### config.mk
export PLATFORM = sky130hd
export DESIGN_NAME = gpo_arbiter
export DESIGN_NICKNAME = d
export VERILOG_FILES = /design/src/rtl/gpo_pkg.sv /design/src/rtl/rr_arb2.sv /design/src/rtl/gpo_arbiter.sv
export SDC_FILE = /design/constraint.sdc
export NUM_CORES = 1
export LEC_CHECK = 0
export ABC_AREA = 1
export ABC_CLOCK_PERIOD_IN_PS = 4000
export CORE_ASPECT_RATIO = 1.25
export CORE_UTILIZATION = 35
export CTS_BUF_LIST = sky130_fd_sc_hd__clkbuf_2 sky130_fd_sc_hd__clkbuf_4 sky130_fd_sc_hd__clkbuf_8
export DETAILED_ROUTE_END_ITERATION = 8
export PLACE_DENSITY = 0.62
export SLEW_MARGIN = 5
export SYNTH_ARGS = -nofsm -noshare
export SYNTH_HDL_FRONTEND = slang
export SYNTH_SLANG_ARGS = --single-unit
### constraint.sdc
create_clock -name clk -period 4 [get_ports clk]
set_input_delay 0.6 -clock clk [delete_from_list [all_inputs] [get_ports clk]]
set_output_delay 0.6 -clock clk [all_outputs]
set_load 0.02 [all_outputs]
### src/rtl/gpo_pkg.sv
// Shared opcode constants, FSM state encoding and PULSE length width for the
// gpo arbiter slice.
package gpo_pkg;

  localparam int unsigned PULSE_LEN_W = 16;
  localparam int unsigned GPO_W       = 32;

  localparam logic [2:0] OP_WRITE  = 3'd0;
  localparam logic [2:0] OP_SET    = 3'd1;
  localparam logic [2:0] OP_CLR    = 3'd2;
  localparam logic [2:0] OP_TOGGLE = 3'd3;
  localparam logic [2:0] OP_PULSE  = 3'd4;

  typedef enum logic [1:0] {
    ST_IDLE  = 2'd0,
    ST_ISSUE = 2'd1,
    ST_PWAIT = 2'd2,
    ST_PCLR  = 2'd3
  } gpo_state_e;

  function automatic logic op_is_reserved(input logic [2:0] op);
    return op > OP_PULSE;
  endfunction

  // PULSE raises the selected bits; the matching clear happens in PCLR.
  function automatic logic [GPO_W-1:0] gpo_next_value(
    input logic [2:0]       op,
    input logic [GPO_W-1:0] cur,
    input logic [GPO_W-1:0] mask,
    input logic [GPO_W-1:0] data
  );
    logic [GPO_W-1:0] nv;
    nv = cur;
    case (op)
      OP_WRITE:  nv = (cur & ~mask) | (data & mask);
      OP_SET:    nv = cur | mask;
      OP_CLR:    nv = cur & ~mask;
      OP_TOGGLE: nv = cur ^ mask;
      OP_PULSE:  nv = cur | mask;
      default:   nv = cur;
    endcase
    return nv;
  endfunction

  function automatic logic [PULSE_LEN_W-1:0] pulse_len(input logic [PULSE_LEN_W-1:0] raw);
    return (raw == '0) ? PULSE_LEN_W'(1) : raw;
  endfunction

endpackage

### src/rtl/rr_arb2.sv
// Two-requester round-robin grant; the pointer remembers the last winner and
// moves only when a grant is actually issued.
module rr_arb2 (
  input  logic       clk,
  input  logic       rst_n,
  input  logic [1:0] req,
  input  logic       enable,
  output logic [1:0] grant
);

  logic last_q;
  logic last_d;

  always_comb begin
    grant  = 2'b00;
    last_d = last_q;
    if (enable) begin
      case (req)
        2'b01:   grant = 2'b01;
        2'b10:   grant = 2'b10;
        2'b11:   grant = last_q ? 2'b01 : 2'b10;
        default: grant = 2'b00;
      endcase
    end
    if (grant[0]) begin
      last_d = 1'b0;
    end else if (grant[1]) begin
      last_d = 1'b1;
    end
  end

  // Reset value 1 lets requester 0 win the first tie.
  always_ff @(posedge clk or negedge rst_n) begin
    if (!rst_n) begin
      last_q <= 1'b1;
    end else begin
      last_q <= last_d;
    end
  end

endmodule

### src/rtl/gpo_arbiter.sv
// Arbitrates two command requesters onto the gpo register write port and keeps
// a shadow of the register value, including timed PULSE set/clear sequences.
module gpo_arbiter
  import gpo_pkg::*;
(
  input  logic        clk,
  input  logic        rst_n,
  input  logic        req0_valid,
  output logic        req0_ready,
  input  logic [2:0]  req0_op,
  input  logic [31:0] req0_mask,
  input  logic [31:0] req0_data,
  input  logic        req1_valid,
  output logic        req1_ready,
  input  logic [2:0]  req1_op,
  input  logic [31:0] req1_mask,
  input  logic [31:0] req1_data,
  output logic        gpo_we,
  output logic [31:0] gpo_wr_data,
  output logic [31:0] gpo_shadow,
  output logic        busy
);

  gpo_state_e             state_q, state_d;
  logic [2:0]             op_q, op_d;
  logic [31:0]            mask_q, mask_d;
  logic [PULSE_LEN_W-1:0] cnt_q, cnt_d;
  logic                   gpo_we_q, gpo_we_d;
  logic [31:0]            gpo_wr_data_q, gpo_wr_data_d;
  logic [31:0]            shadow_q, shadow_d;

  logic [1:0]  grant;
  logic        arb_enable;
  logic        accept;
  logic [2:0]  sel_op;
  logic [31:0] sel_mask;
  logic [31:0] sel_data;
  logic [31:0] sel_value;

  assign arb_enable = (state_q == ST_IDLE) && rst_n;

  rr_arb2 u_rr_arb2 (
    .clk    (clk),
    .rst_n  (rst_n),
    .req    ({req1_valid, req0_valid}),
    .enable (arb_enable),
    .grant  (grant)
  );

  assign req0_ready = grant[0];
  assign req1_ready = grant[1];
  assign accept     = |grant;

  assign sel_op    = grant[1] ? req1_op   : req0_op;
  assign sel_mask  = grant[1] ? req1_mask : req0_mask;
  assign sel_data  = grant[1] ? req1_data : req0_data;
  assign sel_value = gpo_next_value(sel_op, shadow_q, sel_mask, sel_data);

  // The write value is formed at acceptance, so only the mask and the pulse
  // length have to be held for the rest of the command.
  always_comb begin
    state_d       = state_q;
    op_d          = op_q;
    mask_d        = mask_q;
    cnt_d         = cnt_q;
    gpo_we_d      = 1'b0;
    gpo_wr_data_d = gpo_wr_data_q;
    shadow_d      = shadow_q;
    case (state_q)
      ST_IDLE: begin
        if (accept) begin
          op_d   = sel_op;
          mask_d = sel_mask;
          if (!op_is_reserved(sel_op)) begin
            state_d       = ST_ISSUE;
            gpo_we_d      = 1'b1;
            gpo_wr_data_d = sel_value;
            shadow_d      = sel_value;
            if (sel_op == OP_PULSE) begin
              cnt_d = pulse_len(sel_data[PULSE_LEN_W-1:0]);
            end
          end
        end
      end
      ST_ISSUE: begin
        state_d = (op_q == OP_PULSE) ? ST_PWAIT : ST_IDLE;
      end
      ST_PWAIT: begin
        if (cnt_q <= PULSE_LEN_W'(1)) begin
          state_d       = ST_PCLR;
          cnt_d         = '0;
          gpo_we_d      = 1'b1;
          gpo_wr_data_d = shadow_q & ~mask_q;
          shadow_d      = shadow_q & ~mask_q;
        end else begin
          cnt_d = cnt_q - PULSE_LEN_W'(1);
        end
      end
      ST_PCLR: begin
        state_d = ST_IDLE;
      end
      default: begin
        state_d = ST_IDLE;
      end
    endcase
  end

  always_ff @(posedge clk or negedge rst_n) begin
    if (!rst_n) begin
      state_q       <= ST_IDLE;
      op_q          <= '0;
      mask_q        <= '0;
      cnt_q         <= '0;
      gpo_we_q      <= 1'b0;
      gpo_wr_data_q <= '0;
      shadow_q      <= '0;
    end else begin
      state_q       <= state_d;
      op_q          <= op_d;
      mask_q        <= mask_d;
      cnt_q         <= cnt_d;
      gpo_we_q      <= gpo_we_d;
      gpo_wr_data_q <= gpo_wr_data_d;
      shadow_q      <= shadow_d;
    end
  end

  assign gpo_we      = gpo_we_q;
  assign gpo_wr_data = gpo_wr_data_q;
  assign gpo_shadow  = shadow_q;
  assign busy        = (state_q != ST_IDLE);

endmodule

==> reports/qor.yml <==
synth.avg_cell_area_sq_um: 6.34
tns_ps: 0
crit_arrival_ps: 3290
fin_util_pct: 45.2
nFillCells: 2386
fin_worst_skew_ps: 17.0
grt_overflow: 0
clock_latency_ps: 390
worstPathRequired_ps: 4290
dr.pass1.iters: 7
dp_hpwl_microns: 17200
regArea_sq_mm: 0.00218
ys.flop_type: "dfrtp_1"
fmax_mhz: 334
max_slew_margin_pct: 47.7
clock_path_buffers: 2
multi_input_area_sq_mm: 0.00483
grt_max_degree: 56
cap_violations: 0
drc: 36
setup_ws_ps: 1000
synth_cells: 1282
synth_async_sr_flop_share_pct: 100
h-tree-depth: 3
grt_first_pass_wirelength_microns: 39300
rows: 62
crit_path_max_fanout: 32
cp-end-kind: "flip-flop"
p_per_area_mw_per_mm2: 598
grt_setup_unrepaired: "false"
cp-start-kind: "input port"
final_nets: 1628
viasPerCell: 4.84
finalCritPeriodShare_pct: 75.0
dpl_cell_area_sq_mm: 0.0101
die-width_microns: 138
die_h_microns: 172
cts_setup_buffers: 0
cts-hold-fix-buffers: 0
cellLeakagePower_nw: 5.24
vias: 8318
drt-initial-drc-count: 525
status: "complete, but fails checks"
ant_nets: 0
grt_usage_pct: 20.9
finalNonFillerCells: 1717
cts.sinks: 87
ys_ff_latch: 87
antenna_found_initial: 0
vdd_drop_max_v: 0.000257
cts.clk_slew.worst_paths_ps: 100
start_util_pct: 35.5
cts_tree: "done"
synth-edff-count: 0
violations: "design-rule violations"
first_global_vias: 7845
drv_slew: 0
fin_crit_ps: 3000
place_inst: 1701
dieArea_sq_mm: 0.0238
wl_per_cell_microns: 14.2
worstMarginPinSlew_ps: 784
hold_viol_final: 0
syn_nets: 1486
setup_viol: 0
synth_area_sq_mm: 0.00813
ys_types: 39
dp_slack_ps: 568
cts_made_buffers: 9
yosys_warnings: 0
ctsResizeCount: 0
wl_microns: 24300
design_area_sq_mm: 0.0103
area_delta_synth_final_pct: 27.3
ios: 206
hold_class: "in -> async"
core_area_sq_mm: 0.0229
root_buffer: "clkbuf_8"
diodes: 0
port-buffer-count: 205
drive_gt1_share_pct: 7.35
place_congestion: 0.830
crit_type: "in -> reg"
ys_seq_area_share_pct: 26.8
[layer usage]
layer	routed length, microns	vias to the layer above	global-route usage, %
met3	1280	33	2.49
met4	663	0	9.43
met2	12000	251	38.5
met5	0	-	0
met1	10400	3799	24.5
li1	-	4235	-
[through the flow]
stage | hold slack [ps] | power, W
5_1_grt | 115 | 0.00681
4_1_cts | 104 | 0.00625
3_3_place_gp | 450 | 0.00549
2_1_floorplan | 304 | 0.00433
3_5_place_dp | 458 | 0.00556
6_report | 114 | 0.00619
[worst max-delay path: stages]
cell and delay [ps]:
clkdlybuf4s50_1 530, nand2_4 120, inv_2 100, nand2_2 360, buf_12 330, o21ai_0 480
ha_1 340, inv_1 60, nor2_1 40, nor2_1 100, nand3_1 80, nand2_1 90
o21ai_1 50
[path summary, 6_finish.rpt]
path	cells past startpoint	from	slack (ps)	to
hold reg to reg	1	op_q[0]	460	flip-flop
min in group clk	1	op_q[0]	460	flip-flop
hold / removal	1	rst_n	110	mask_q[7]
max in group asynchronous	3	rst_n	2550	asynchronous set/reset pin
setup / recovery	13	req1_valid	1000	flip-flop
setup reg to reg	13	flip-flop	1150	flip-flop
[kinds of logic after synthesis]
logic type / synth area share (%)
AND/OR/NAND/NOR: 37.1
buffers and inverters: 13.8
AO/OA/AOI/OAI: 11.3
flip-flops: 26.8
adder cells (fa/ha/maj): 10.2
XOR/XNOR: 0.754
multiplexers: 0.123
[area by class of cell]
| class | count | area share, % |
|---|---|---|
| multi-input combinational | 950 | 46.7 |
| clock inverter | 4 | 0.435 |
| sequential | 87 | 21.1 |
| tap | 288 | 3.48 |
| clock buffer | 12 | 1.48 |
| inverter | 158 | 5.73 |
| timing repair buffer | 218 | 21.1 |
[layout by cell type, fill, tap and decap left out, drive strengths merged, types with 3 or more instances in the layout]
| cell | count |
|---|---|
| a211oi | 3 |
| a21oi | 43 |
| a31oi | 7 |
| buf | 14 |
| clkbuf | 12 |
| clkdlybuf4s50 | 204 |
| clkinv | 4 |
| dfrtp | 86 |
| ha | 66 |
| inv | 157 |
| nand2 | 440 |
| nand3 | 52 |
| nand4 | 17 |
| nor2 | 146 |
| nor3 | 20 |
| o21a | 15 |
| o21ai | 89 |
| o21bai | 4 |
| or2 | 36 |
| xnor2 | 3 |
| xor2 | 4 |
[Yosys cell counts, drive strengths merged, types with 3 or more instances]
cell      n  area share (%)
nand2   440              21
xnor2     3            0.32
xor2      4            0.43
a31oi     7            0.54
or2      36             2.8
o21ai    89             5.7
clkbuf   18            0.83
o21a     15             1.4
nor2    146             7.2
nand3    52             3.4
buf      69             5.7
ha       66              10
inv     157             7.2
dfrtp    86              26
o21bai    4            0.46
a21oi    43             2.6
nor3     20             1.2
nand4    17             1.3
a211oi    3            0.28
[where the power goes]
group          leakage [nW]  switching [W]  internal [W]
clock network         0.107       0.000351      0.000318
registers              1.07       0.000428       0.00131
logic                  4.06        0.00225       0.00154
total                  5.24        0.00303       0.00316
(Power assumes the default switching activity.)
